## src/rtl/manchester_tx.sv

```systemverilog
// Framed Manchester transmitter: valid/ready word input, optional 1010 preamble, then payload bits.
// Internal counters run one cycle ahead of the registered line outputs.
module manchester_tx #(
  parameter int unsigned DATA_W    = 8,
  parameter int unsigned HALF_DIV  = 1,
  parameter int unsigned PRE_LEN   = 4,
  parameter int unsigned LSB_FIRST = 1
) (
  input  logic              clk_i,
  input  logic              rst_ni,
  input  logic              encode_mode_i,
  input  logic              in_valid_i,
  output logic              in_ready_o,
  input  logic [DATA_W-1:0] in_data_i,
  output logic              tx_out_o,
  output logic              tx_en_o,
  output logic              done_o
);

  localparam int unsigned BitMax = (PRE_LEN > DATA_W) ? PRE_LEN : DATA_W;
  localparam int unsigned BitW   = (BitMax > 1) ? $clog2(BitMax) : 1;
  localparam int unsigned DivW   = (HALF_DIV > 1) ? $clog2(HALF_DIV) : 1;

  localparam logic [BitW-1:0] PreLast  = BitW'(PRE_LEN - 1);
  localparam logic [BitW-1:0] DataLast = BitW'(DATA_W - 1);
  localparam logic [DivW-1:0] DivLast  = DivW'(HALF_DIV - 1);

  typedef enum logic [1:0] {StIdle, StPre, StData} state_e;

  state_e             state_q, state_d;
  logic [DivW-1:0]    div_q, div_d;
  logic               phase_q, phase_d;
  logic [BitW-1:0]    bit_q, bit_d;
  logic [DATA_W-1:0]  shift_q, shift_d;
  logic               mode_q, mode_d;
  logic               tx_out_q, tx_out_d;
  logic               tx_en_q, tx_en_d;
  logic               fin_q, fin_d;
  logic               done_q, done_d;

  logic half_end, bit_end, last_clk, accept, cur_bit;

  always_comb begin
    half_end   = (div_q == DivLast);
    bit_end    = half_end & phase_q;
    last_clk   = (state_q == StData) & bit_end & (bit_q == DataLast);
    in_ready_o = rst_ni & ((state_q == StIdle) | last_clk);
    accept     = in_valid_i & in_ready_o;
  end

  always_comb begin
    cur_bit = 1'b0;
    case (state_q)
      StPre:   cur_bit = ~bit_q[0];
      StData:  cur_bit = (LSB_FIRST != 0) ? shift_q[0] : shift_q[DATA_W-1];
      default: cur_bit = 1'b0;
    endcase
    // Mode 0 sends b then ~b; mode 1 inverts both halves.
    tx_out_d = (state_q != StIdle) & (cur_bit ^ phase_q ^ mode_q);
    tx_en_d  = (state_q != StIdle);
    fin_d    = last_clk;
    done_d   = fin_q;
  end

  always_comb begin
    state_d = state_q;
    div_d   = div_q;
    phase_d = phase_q;
    bit_d   = bit_q;
    shift_d = shift_q;
    mode_d  = mode_q;

    if (state_q != StIdle) begin
      div_d   = half_end ? '0 : div_q + 1'b1;
      phase_d = phase_q ^ half_end;
    end

    case (state_q)
      StPre: begin
        if (bit_end) begin
          if (bit_q == PreLast) begin
            state_d = StData;
            bit_d   = '0;
          end else begin
            bit_d = bit_q + 1'b1;
          end
        end
      end
      StData: begin
        if (bit_end) begin
          shift_d = (LSB_FIRST != 0) ? (shift_q >> 1) : (shift_q << 1);
          if (bit_q == DataLast) begin
            state_d = StIdle;
            bit_d   = '0;
          end else begin
            bit_d = bit_q + 1'b1;
          end
        end
      end
      default: ;
    endcase

    if (accept) begin
      state_d = (PRE_LEN > 0) ? StPre : StData;
      shift_d = in_data_i;
      mode_d  = encode_mode_i;
      div_d   = '0;
      phase_d = 1'b0;
      bit_d   = '0;
    end
  end

  always_ff @(posedge clk_i or negedge rst_ni) begin
    if (!rst_ni) begin
      state_q  <= StIdle;
      div_q    <= '0;
      phase_q  <= 1'b0;
      bit_q    <= '0;
      shift_q  <= '0;
      mode_q   <= 1'b0;
      tx_out_q <= 1'b0;
      tx_en_q  <= 1'b0;
      fin_q    <= 1'b0;
      done_q   <= 1'b0;
    end else begin
      state_q  <= state_d;
      div_q    <= div_d;
      phase_q  <= phase_d;
      bit_q    <= bit_d;
      shift_q  <= shift_d;
      mode_q   <= mode_d;
      tx_out_q <= tx_out_d;
      tx_en_q  <= tx_en_d;
      fin_q    <= fin_d;
      done_q   <= done_d;
    end
  end

  assign tx_out_o = tx_out_q;
  assign tx_en_o  = tx_en_q;
  assign done_o   = done_q;

endmodule
```

## config.mk

```make
export PLATFORM = sky130hd
export DESIGN_NAME = manchester_tx
export DESIGN_NICKNAME = d
export VERILOG_FILES = /design/src/rtl/manchester_tx.sv
export SDC_FILE = /design/constraint.sdc
export NUM_CORES = 1
export LEC_CHECK = 0
export BUFFER_PORTS_ARGS = -buffer_cell sky130_fd_sc_hd__buf_2
export CAP_MARGIN = 25
export CORE_MARGIN = 2
export CORE_UTILIZATION = 50
export CTS_CLUSTER_DIAMETER = 50
export DETAILED_ROUTE_END_ITERATION = 16
export GPL_TIMING_DRIVEN = 0
export PLACE_DENSITY = 0.72
export SETUP_SLACK_MARGIN = 0.4
export SYNTH_ARGS = -nofsm -noshare
export SYNTH_HDL_FRONTEND = slang
export SYNTH_SLANG_ARGS = --single-unit
```

## constraint.sdc

```tcl
create_clock -name clk_i -period 2.62 [get_ports clk_i]
set_input_delay 0.393 -clock clk_i [delete_from_list [all_inputs] [get_ports clk_i]]
set_output_delay 0.393 -clock clk_i [all_outputs]
set_load 0.1 [all_outputs]
```

==> results summary <==
The flow ran to the end, and the final reports show no timing, DRC or antenna violations. For this design, the slowest cell found on the critical path is sky130_fd_sc_hd__dfrtp_1. The synthesized area is 977 um2. The first-pass GRT wire length is 2750 um. The final global-route overflow total came out at 0. The number of different library cells in the post-synthesis netlist is 24. The critical path goes through ha_2, ha_2, a31oi_4, and2b_1, buf_8. The actual transition at the worst max-transition pin is 0.485 ns.

The depth of the worst register-to-register path came out at 8. The worst vdd rail ir drop is 0.657 mV. The H-tree depth is 1. The accumulated negative setup slack came out at 0 ns. The final antenna diode count is 0. Entering global routing, the biggest net connects 22 pins. The number of max-cap violations came out at 0. For this run, design rule violations remaining after detail routing come to 0.

The worst setup path is of the register to output pin kind. The number of hold-repair buffers added at the cts stage is 0. The starting density of the core is 54.8%. The number of input and output port buffers inserted is 15. Summed over all layers, the routed wires come to 1810 um. The synthesized design devotes to its leading area cell type 48.7% of total area. At the worst endpoint, the required time is 2.23 ns.

TritonCTS built the clock tree. Setup repair after global routing left no endpoint under its margin. sky130_fd_sc_hd__dfrtp_1 takes more of the synthesized area than any other cell. For this run, the total global-route usage over all layers was measured as 17.9%. The share of cells above drive strength 1 came out at 30.1%.

The post-synthesis net count is 110. The worst slew margin relative to its limit is 67.9%. The startpoint identified for the worst register-to-register timing path is state_q[0].

The count of filler cells inserted in the layout is 147. For the final database, setup skew stands at 0.00243 ns. The count of standard-cell rows came out at 15. In the post-synthesis netlist, the biggest area contributors are sky130_fd_sc_hd__dfrtp_1 (49%), sky130_fd_sc_hd__ha_1 (9.0%), sky130_fd_sc_hd__mux2i_1 (8.2%), sky130_fd_sc_hd__o21ai_0 (4.6%), sky130_fd_sc_hd__nand2_1 (4.6%). The longest clock path from root to sink contains 2 buffers. The setup slack of the critical path after layout is 0.488 ns. The share of the core filled with cells in the final layout is 65.3%. Counting flops with an async set or reset pin after synthesis yields a share of 100%. The number of clock buffers inserted by TritonCTS came out at 3. The static power due to leakage is 0.581 nW. The TritonCTS sink count is 19. The die width is 48.2 um. The routability congestion estimate came out at 0.744. In the finished design, the share of the clock period the worst path needs comes to 81.4%.

The length of the first detailed-routing pass in iterations came out at 4. Along the worst path, the maximum fanout reaches 3. The final design area excluding fillers came out at 1160 um2. The end point of the critical path is in_ready_o. Clock tree synthesis selected as its root buffer the cell sky130_fd_sc_hd__clkbuf_4. The power density of the placed cells is 1250 nW/um2. In this run the number of cells on the critical path is 5. After clock tree synthesis, the clock-pin slew on the worst setup and hold paths is 0.11 ns. Timing analysis after detailed placement gives a worst setup slack of 0.552 ns. The hold violation total from the final report is 0. The maximum clock frequency came out at 469 MHz. The setup check on the worst reg-to-reg path leaves a slack of 0.71 ns. The number of DRC violations after detailed-routing iteration 0 came out at 18. The total number of nets in the final design is 133. The worst setup path is captured at an output pin.

The critical path starts at bit_q[0]. The cell area after placement is 1080 um2. The core box area is 1780 um2. Counting both buffers and inverters, the worst setup path holds a total of 1. The synthesized instance count came out at 91. The area of combinational cells with multiple inputs is 462 um2. The register area came out at 475 um2. The vertical extent of the die came out at 48.2 um. The number of top-level pins came out at 16. The endpoint of the most critical register-to-register path is mode_q. The vias per cell is 5.09. The arrival time of the worst setup path is 1.74 ns. The worst min-delay path category is input pin to async pin. The via count of the first global-routing pass is 646. The critical path's largest stage delay is 0.41 ns.

The kind of start point of the critical path is a register. Sequential cells were found to cover 48.7% of the synthesized design area. The mean routed wirelength per cell is 13.1 um. The relative area change from synthesis to final layout is 19.1%. Counting flops and latches in the post-synthesis netlist gives 19. The most numerous cell type found on the critical path is sky130_fd_sc_hd__ha_2. During synthesis, Yosys emitted a total of 0 warnings. The post-synthesis area per instance is 10.7 um2. The setup violation total in the final timing report came out at 0. The wire-length estimate of the detail-placed layout is 1210 um.

The clock latency on the worst-skew pair is 0.30 ns. In this run, synthesis inferred 0 flip-flops with an integrated enable. The number of antenna violations at the first check in global routing came to 0. The number of slew-limit violations in the final report is 0. The total number of vias is 703.

The prevailing post-synth register cell is sky130_fd_sc_hd__dfrtp_1. The overall die area came out at 2320 um2. The worst path in the final design needs a cycle of 2.13 ns, including I/O delays and setup. The count of nets left with antenna violations once routing finished came out at 0. Broken down by cell family, the worst path's largest delay share belongs to adder cells.
## what timing repair did
action / in CTS / in global routing
pin swaps: 1 / 1
endpoints found under the hold margin: 0 / 0
setup endpoints to repair: 1 / 1
cloned: 0 / 0
setup buffers: 2 / 1
gates resized for setup: 2 / 5
## registers in the layout (all words and copies together), names as in the netlist
register and cells:
state_q 2, shift_q 8, tx_out_o 1, mode_q 1, phase_q 1, tx_en_o 1
bit_q 3, done_o 1, done_d 1
## worst register-to-register path: stages (launching register included)
cell and delay (ns):
sky130_fd_sc_hd__dfrtp_1 0.40, sky130_fd_sc_hd__inv_1 0.10, sky130_fd_sc_hd__ha_1 0.17, sky130_fd_sc_hd__buf_6 0.16
sky130_fd_sc_hd__a31oi_4 0.11, sky130_fd_sc_hd__buf_4 0.16, sky130_fd_sc_hd__buf_4 0.13, sky130_fd_sc_hd__nor2_2 0.22
sky130_fd_sc_hd__mux2_2 0.37
## worst min path at each step
stage | cells past startpoint | to | from
2_1_floorplan | 0 | bit_q[0] | rst_ni
3_3_place_gp | 0 | done_o | done_d
3_5_place_dp | 0 | done_o | done_d
4_1_cts | 1 | tx_en_o | rst_ni
5_1_grt | 1 | shift_q[1] | rst_ni
6_report | 1 | tx_en_o | rst_ni
## kinds of logic after synthesis
group | after synthesis | synth area share, %
buffers and inverters | 11 | 6.15
muxes | 9 | 9.35
xor gates and xnor gates | 2 | 1.79
AOI/OAI and AO/OA | 19 | 14.6
adders and majority gates | 7 | 8.96
DFF | 19 | 48.7
and+or+nand+nor | 24 | 10.5
## layout by cell type (no fill, tap or decap), types with 2 or more instances in the layout
cell,netlist,layout
sky130_fd_sc_hd__dfrtp_1,19,19
sky130_fd_sc_hd__buf_2,0,14
sky130_fd_sc_hd__nand2_1,12,12
sky130_fd_sc_hd__o21ai_0,9,9
sky130_fd_sc_hd__inv_1,8,8
sky130_fd_sc_hd__mux2i_1,8,8
sky130_fd_sc_hd__nor2_1,7,7
sky130_fd_sc_hd__ha_1,7,5
sky130_fd_sc_hd__buf_4,1,4
sky130_fd_sc_hd__a21oi_1,3,3
sky130_fd_sc_hd__clkbuf_4,0,3
sky130_fd_sc_hd__buf_6,2,2
sky130_fd_sc_hd__xor2_1,2,2
sky130_fd_sc_hd__ha_2,0,2
## through the flow
stage,hold WS (ns),cells,total power [mW]
detailed placement,0.336,131,1.23
CTS,0.0169,137,1.42
global placement,0.331,131,1.20
global route,0.0356,138,1.57
floorplan,0.0974,91,1.09
finish,0.0107,138,1.46
## power by group
part | leakage [nW] | internal [mW] | switching [mW]
sequential | 0.237 | 0.423 | 0.0856
clock | 0.0177 | 0.0569 | 0.0958
combinational | 0.326 | 0.311 | 0.483
## layout make-up
class,instances,area share (%)
well taps,25,2.69
repair buffers,18,9.25
multi-input cells,61,39.7
inverters,8,2.58
clock buffers,3,1.94
plain buffers,3,2.58
clock inverters,1,0.430
flip-flops and latches,19,40.9
## synthesized netlist by cell type, types with 2 or more instances
cell and instances:
sky130_fd_sc_hd__a21oi_1 3, sky130_fd_sc_hd__buf_6 2, sky130_fd_sc_hd__dfrtp_1 19, sky130_fd_sc_hd__ha_1 7
sky130_fd_sc_hd__inv_1 8, sky130_fd_sc_hd__mux2i_1 8, sky130_fd_sc_hd__nand2_1 12, sky130_fd_sc_hd__nor2_1 7
sky130_fd_sc_hd__o21ai_0 9, sky130_fd_sc_hd__xor2_1 2
## per-layer routing
metal,part of all wire (%),vias to the layer above,routed length (um),global-route usage (%)
met5,0,-,0,0
met4,0.66,0,12,8.11
met3,3.9,2,70,4.44
met2,51,19,918,29.2
met1,45,332,807,22.4
li1,-,350,-,-
(Power assumes the default switching activity.)
